## src/rtl/id_ex_stage_reg.sv

```systemverilog
// ID/EX pipeline register: resolves forwarded operands, latches ID control into EX,
// and replaces the ID instruction with a bubble on load-use stall or branch/jump flush.
module id_ex_stage_reg #(
    parameter int          CNT_W    = 16,
    parameter logic [2:0]  NOP_WSEL = 3'b011
) (
    input  logic             cpu_clk,
    input  logic             cpu_rst,
    input  logic             id_valid,
    input  logic [31:0]      id_pc,
    input  logic [31:0]      id_pc4,
    input  logic [31:0]      id_ext,
    input  logic [31:0]      id_rD1,
    input  logic [31:0]      id_rD2,
    input  logic [4:0]       id_rd,
    input  logic             id_rf_we,
    input  logic [2:0]       id_rf_wsel,
    input  logic [3:0]       id_alu_op,
    input  logic             id_alub_sel,
    input  logic             id_dram_we,
    input  logic             id_branch,
    input  logic             id_jump,
    input  logic             forward_op1,
    input  logic             forward_op2,
    input  logic [31:0]      rD1_forward,
    input  logic [31:0]      rD2_forward,
    input  logic             stop,
    input  logic             flush,
    output logic             ex_valid,
    output logic [31:0]      ex_pc,
    output logic [31:0]      ex_pc4,
    output logic [31:0]      ex_ext,
    output logic [31:0]      ex_op1,
    output logic [31:0]      ex_op2,
    output logic [4:0]       ex_rd,
    output logic             ex_rf_we,
    output logic [2:0]       ex_rf_wsel,
    output logic [3:0]       ex_alu_op,
    output logic             ex_alub_sel,
    output logic             ex_dram_we,
    output logic             ex_branch,
    output logic             ex_jump,
    output logic [CNT_W-1:0] bubble_cnt
);

    function automatic logic [CNT_W-1:0] sat_inc(input logic [CNT_W-1:0] v);
        return (&v) ? v : v + {{(CNT_W-1){1'b0}}, 1'b1};
    endfunction

    logic             valid_d,   valid_q;
    logic [31:0]      pc_d,      pc_q;
    logic [31:0]      pc4_d,     pc4_q;
    logic [31:0]      ext_d,     ext_q;
    logic [31:0]      op1_d,     op1_q;
    logic [31:0]      op2_d,     op2_q;
    logic [4:0]       rd_d,      rd_q;
    logic             rf_we_d,   rf_we_q;
    logic [2:0]       rf_wsel_d, rf_wsel_q;
    logic [3:0]       alu_op_d,  alu_op_q;
    logic             alub_sel_d, alub_sel_q;
    logic             dram_we_d, dram_we_q;
    logic             branch_d,  branch_q;
    logic             jump_d,    jump_q;
    logic [CNT_W-1:0] cnt_d,     cnt_q;

    always_comb begin
        valid_d    = id_valid;
        pc_d       = id_pc;
        pc4_d      = id_pc4;
        ext_d      = id_ext;
        op1_d      = forward_op1 ? rD1_forward : id_rD1;
        op2_d      = forward_op2 ? rD2_forward : id_rD2;
        rd_d       = id_rd;
        rf_we_d    = id_rf_we & id_valid;
        rf_wsel_d  = id_rf_wsel;
        alu_op_d   = id_alu_op;
        alub_sel_d = id_alub_sel;
        dram_we_d  = id_dram_we & id_valid;
        branch_d   = id_branch;
        jump_d     = id_jump;
        cnt_d      = cnt_q;
        // Stall and flush share one bubble; the stalled instruction is re-presented by IF/ID.
        if (flush || stop) begin
            valid_d    = 1'b0;
            pc_d       = '0;
            pc4_d      = '0;
            ext_d      = '0;
            op1_d      = '0;
            op2_d      = '0;
            rd_d       = '0;
            rf_we_d    = 1'b0;
            rf_wsel_d  = NOP_WSEL;
            alu_op_d   = '0;
            alub_sel_d = 1'b0;
            dram_we_d  = 1'b0;
            branch_d   = 1'b0;
            jump_d     = 1'b0;
            cnt_d      = sat_inc(cnt_q);
        end
    end

    always_ff @(posedge cpu_clk) begin
        if (cpu_rst) begin
            valid_q    <= 1'b0;
            pc_q       <= '0;
            pc4_q      <= '0;
            ext_q      <= '0;
            op1_q      <= '0;
            op2_q      <= '0;
            rd_q       <= '0;
            rf_we_q    <= 1'b0;
            rf_wsel_q  <= NOP_WSEL;
            alu_op_q   <= '0;
            alub_sel_q <= 1'b0;
            dram_we_q  <= 1'b0;
            branch_q   <= 1'b0;
            jump_q     <= 1'b0;
            cnt_q      <= '0;
        end else begin
            valid_q    <= valid_d;
            pc_q       <= pc_d;
            pc4_q      <= pc4_d;
            ext_q      <= ext_d;
            op1_q      <= op1_d;
            op2_q      <= op2_d;
            rd_q       <= rd_d;
            rf_we_q    <= rf_we_d;
            rf_wsel_q  <= rf_wsel_d;
            alu_op_q   <= alu_op_d;
            alub_sel_q <= alub_sel_d;
            dram_we_q  <= dram_we_d;
            branch_q   <= branch_d;
            jump_q     <= jump_d;
            cnt_q      <= cnt_d;
        end
    end

    assign ex_valid    = valid_q;
    assign ex_pc       = pc_q;
    assign ex_pc4      = pc4_q;
    assign ex_ext      = ext_q;
    assign ex_op1      = op1_q;
    assign ex_op2      = op2_q;
    assign ex_rd       = rd_q;
    assign ex_rf_we    = rf_we_q;
    assign ex_rf_wsel  = rf_wsel_q;
    assign ex_alu_op   = alu_op_q;
    assign ex_alub_sel = alub_sel_q;
    assign ex_dram_we  = dram_we_q;
    assign ex_branch   = branch_q;
    assign ex_jump     = jump_q;
    assign bubble_cnt  = cnt_q;

endmodule

```

## config.mk

```make
export PLATFORM = sky130hd
export DESIGN_NAME = id_ex_stage_reg
export DESIGN_NICKNAME = d
export VERILOG_FILES = /design/src/rtl/id_ex_stage_reg.sv
export SDC_FILE = /design/constraint.sdc
export NUM_CORES = 1
export LEC_CHECK = 0
export BUFFER_PORTS_ARGS = -buffer_cell sky130_fd_sc_hd__clkbuf_2
export CAP_MARGIN = 15
export CELL_PAD_IN_SITES_DETAIL_PLACEMENT = 0
export CELL_PAD_IN_SITES_GLOBAL_PLACEMENT = 1
export CORE_ASPECT_RATIO = 0.5
export CORE_MARGIN = 3
export CORE_UTILIZATION = 29
export DETAILED_ROUTE_END_ITERATION = 16
export GPL_TIMING_DRIVEN = 1
export HOLD_SLACK_MARGIN = 0.02
export PLACE_DENSITY = 0.84
export SLEW_MARGIN = 15
export SYNTH_ARGS = -nofsm -noshare
export SYNTH_HDL_FRONTEND = slang
export SYNTH_SLANG_ARGS = --single-unit
```

## constraint.sdc

```tcl
create_clock -name cpu_clk -period 1.9 [get_ports cpu_clk]
set_input_delay 0.19 -clock cpu_clk [delete_from_list [all_inputs] [get_ports cpu_clk]]
set_output_delay 0.19 -clock cpu_clk [all_outputs]
set_load 0.01 [all_outputs]
```

* After elaboration in Yosys (flattened, before gate mapping)
Index checks and enable logic that the tools add are counted.
Word-level totals: register bits after elaboration 194, bits in latches 0, RAM bits 0, memory bits (read-only) 0, input bits 248, logic and storage cells 25, memories 0
Cells by class: $add $sub $neg 1, $mul 0, divide/modulo/power cells 0, $lt $le $gt $ge 0, equality and inequality tests 0, shift-type cells 0, multiplexer cells 2, bitwise logic cells 3, reductions and logical operators 4
Operator list (number):
- 32-bit 2-to-1 mux | 2
- 16-bit by 1-bit adder with 16-bit output (second input constant) | 1
- 16-bit AND reduction | 1
- 1-bit bitwise AND | 2
- 2-bit AND reduction | 1
- 2-bit OR reduction | 1
- 1-bit logical OR | 1
- 1-bit inverter | 1

* Longest topological paths before layout
word-level depth 3, depth in mapped cells 5

* Worst setup path before layout
Ideal clock, no wire load.
path kind register to register, start reg cnt_q[0] (netlist: bubble_cnt[0]), end reg cnt_q[15] (netlist: bubble_cnt[15]), arrival time 1.582 ns, data required time 1.779 ns, slack 0.198 ns, cell stages (with the launch flop) 6, path buffers 0, period minus slack after synthesis 1.702 ns, cells stage by stage dfxtp_1 ha_1 nand3_1 nor4_4 nor4_1 mux2_2
On the way: word-level cells in the longest chain between the ends 3, elaborated cells on any way between the ends 4, those cells by class add/sub (1); bitwise (1); reduce/logical (2)
RTL lines:
- start, declared | line 64 | logic [CNT_W-1:0] cnt_d, cnt_q;
- start signal, assigned | line 134 | cnt_q <= cnt_d;
- branches (longest 3 deep; another with 16-bit by 1-bit adder with 16-bit output)
Several ways; the timed one is not identified. A chain may end at the register's enable or synchronous reset.

* Worst setup path in the final report
start reg cnt_q[1] (netlist: bubble_cnt[1]), end reg cnt_q[14] (netlist: bubble_cnt[14])
The elaborated chain is that of the path after synthesis.

==> metrics.txt <==
Clock Sinks between 150 and 200; via/cell ratio between 4 and 5; Worst Hold End ex_op1[17]; Hold Path Class in -> reg; global-route wire length before repair around 36000 um; fin crit period about 1.8 ns; CTS clock-pin slew for the worst setup and hold paths about 0.070 ns; WL/cell 16.4 um; post-synth cell types 37; DR iter-0 viols a little over 300; Clk Latency, worst-skew pair 0.44 ns; total number of vias between 6000 and 7000; Post-Layout Cell Count ~1500; total power 8.95 mW; Worst Tran Pin Value roughly 0.53 ns; Die Ht 109 um; largest net degree at the start of global routing approximately 80; max-cap viol count 0; Slew headroom 63.5%; post-synthesis adder-cell area fraction less than 1%; Finish-stage setup viols 0; post-synthesis xor/xnor area fraction less than 1%; dpl cell area around 8700 um2; drt drc 0; Die X ~210 um; Site Rows 36; post-synthesis sequential area ratio between 60% and 70%; Peak VDD IR 0.000604 V; synth warn 0; number of synthesized flops with an enable pin 0; post-route design area approximately 12000 um2; Fin. Hold Viols 0; CP required approximately 2.3 ns; gr ovfl total 0; RSZ-0062 raised after global routing false; gr usage total between 20% and 30%; reg2reg start bubble_cnt[1]; register bit count reported by yosys roughly 190; Netlist Area Pre-Place roughly 6200 um2; Synth Area in Compound Gates under 10%; CP endpoint kind flip-flop; worst-path maximum fanout 5; commonest cells after routing, fill and taps aside 441 x clkbuf_2, 237 x dlygate4sd3_1, 193 x dfxtp_1, 110 x and2_1, 73 x nor2_1; Syn Inst Count 547; Worst Path Arrival between 2 and 2.5 ns; multiplexer share of the synthesized area between 10% and 20%; worst path cell trace ha_2 -> o2111ai_2 -> a31o_1 -> or4_1 -> a21oi_1; clock tree buffer depth 2; setup repair bufs after CTS 0; fin crit share approximately 94%; Post-Route Skew roughly 0.0077 ns; core area about 20000 um2; HPWL after detailed placement 15800 um; largest family of logic cells by synthesized area simple AND/OR/NAND/NOR gates; Top delay family on crit path compound AO/OA/AOI/OAI gates; min-delay src id_rD1[17]; root buf cell clkbuf_16; vias in the first global route ~7000; commonest non-fill, non-tap cell in the layout clkbuf_2; H-Tree Level Count 4; Reg2Reg Setup Slack between 0.1 and 0.15 ns; Placer Congestion between 0.8 and 0.9; setup TNS 0 ns; TritonRoute pass-1 iters 4; WL final around 25000 um; die area ~23000 um2; fillers roughly 1600; Leak 5.80 nW; ys async rst share 0%; PortBufs about 440; worst path buffer plus inverter count 0; Worst Hold Depth 3; PD cells 767 nW/um2; Worst path max stage delay 0.49 ns; post-synth top area cell dfxtp_1; Startpoint Class flip-flop; initial antenna violation count 0; IO Count ~440; CTS tree yes; Max Transition Viols Final 0; Top FF cell, synth dfxtp_1; critical path type reg -> reg; FF-to-FF path depth 5; maximum clock frequency 0.558 GHz; slowest cell on the critical path or4_1; fin nets between 1000 and 1500; Synth Area in Simple Gates 20.9%; P&R area growth vs syn 89.5%; main area contributors after synthesis dfxtp_1 63%, and2_1 11%, mux2i_1 11%; Avg Cell Area, Syn around 11 um2; post-synth top area share between 60% and 70%; Final ANT Viol Nets 0; Cells after DPL ~1200; synthesized net count between 700 and 800; layout cells sized above 1 40.4%; status finished clean; clock buffer count from CTS 17; Critical R2R Capture bubble_cnt[14]; initial core utilization between 30% and 40%
power by group:
part	internal (mW)	switching, mW
logic	0.738	0.443
registers	4.17	0.0370
clock network	1.77	1.79
total	6.68	2.27
cell type report:
class | instances | area [um2] | share of cell area [%]
clock inverters | 15 | 161 | 1.38
multi-input cells | 321 | 2140 | 18.4
inverters | 2 | 7.51 | 0.0644
well taps | 266 | 333 | 2.85
repair buffers | 690 | 4710 | 40.4
clock buffers | 17 | 425 | 3.65
diodes | 1 | 2.50 | 0.0215
flip-flops and latches | 194 | 3880 | 33.3
metrics by stage:
step                hold slack [ns]  utilization, %  setup slack (ns)
finish                       0.0481            57.9             0.109
global placement              0.377            43.2             0.171
global route                 0.0519            57.9           0.00805
detailed placement            0.379            43.2             0.107
floorplan                     0.297               -             0.198
CTS                          0.0286            57.9            0.0853
worst reg2reg max path, stage by stage, from the launching register on:
cell and delay, ns:
dfxtp_1 0.38, ha_2 0.24, o2111ai_2 0.17, a31o_1 0.29
or4_1 0.49, a21oi_1 0.16
Yosys cell counts (3+ instances only):
cell type	number
dfxtp_1	194
nor2_1	74
nand3_1	4
nor3_1	3
buf_2	4
nand2b_1	3
o21ai_0	4
or2_2	3
and2_1	110
mux2i_1	65
clkbuf_1	21
nand2_1	4
a21oi_1	9
or4_1	4
nand4_1	6
buf_1	3
and3_1	4
o31ai_1	4
per-layer routing:
layer | share of wire (%) | wire length [um] | global-route usage [%]
met1 | 36 | 8870 | 20.2
met4 | 4.8 | 1190 | 12.1
met5 | 0 | 0 | 0
met3 | 5.4 | 1330 | 6.27
met2 | 54 | 13300 | 38.6
cells by family after synthesis:
logic type / count (synthesis)
flip-flops: 194
AO/OA/AOI/OAI: 21
AND/OR/NAND/NOR: 229
multiplexers: 67
adder cells (fa/ha/maj): 1
XOR/XNOR: 3
buffers and inverters: 32
worst max path at each step:
stage                              from        endpoint  slack (ns)  depth (start not counted)
after detailed placement  bubble_cnt[0]  bubble_cnt[14]        0.11                          5
after global routing      bubble_cnt[1]  bubble_cnt[14]       0.008                          5
after CTS                 bubble_cnt[0]  bubble_cnt[14]        0.09                          5
after floorplan           bubble_cnt[0]  bubble_cnt[15]        0.20                          5
final                     bubble_cnt[1]  bubble_cnt[14]        0.11                          5
after global placement    bubble_cnt[0]  bubble_cnt[14]        0.17                          5
registers in the layout, summed over array words and instances, names as in the netlist, 3 cells and up:
| signal | flops |
|---|---|
| ex_pc | 32 |
| ex_op2 | 32 |
| ex_rf_wsel | 3 |
| ex_alu_op | 4 |
| bubble_cnt | 16 |
| ex_rd | 5 |
| ex_op1 | 32 |
| ex_pc4 | 32 |
| ex_ext | 32 |
timing repair:
| action | 4_1_cts | 5_1_grt |
|---|---|---|
| resized for setup | 0 | 2 |
| setup endpoints to repair | 0 | 1 |
| endpoints found under the hold margin | 176 | 0 |
| hold buffers | 237 | 0 |
No activity file was read; power rests on OpenSTA's default activity.
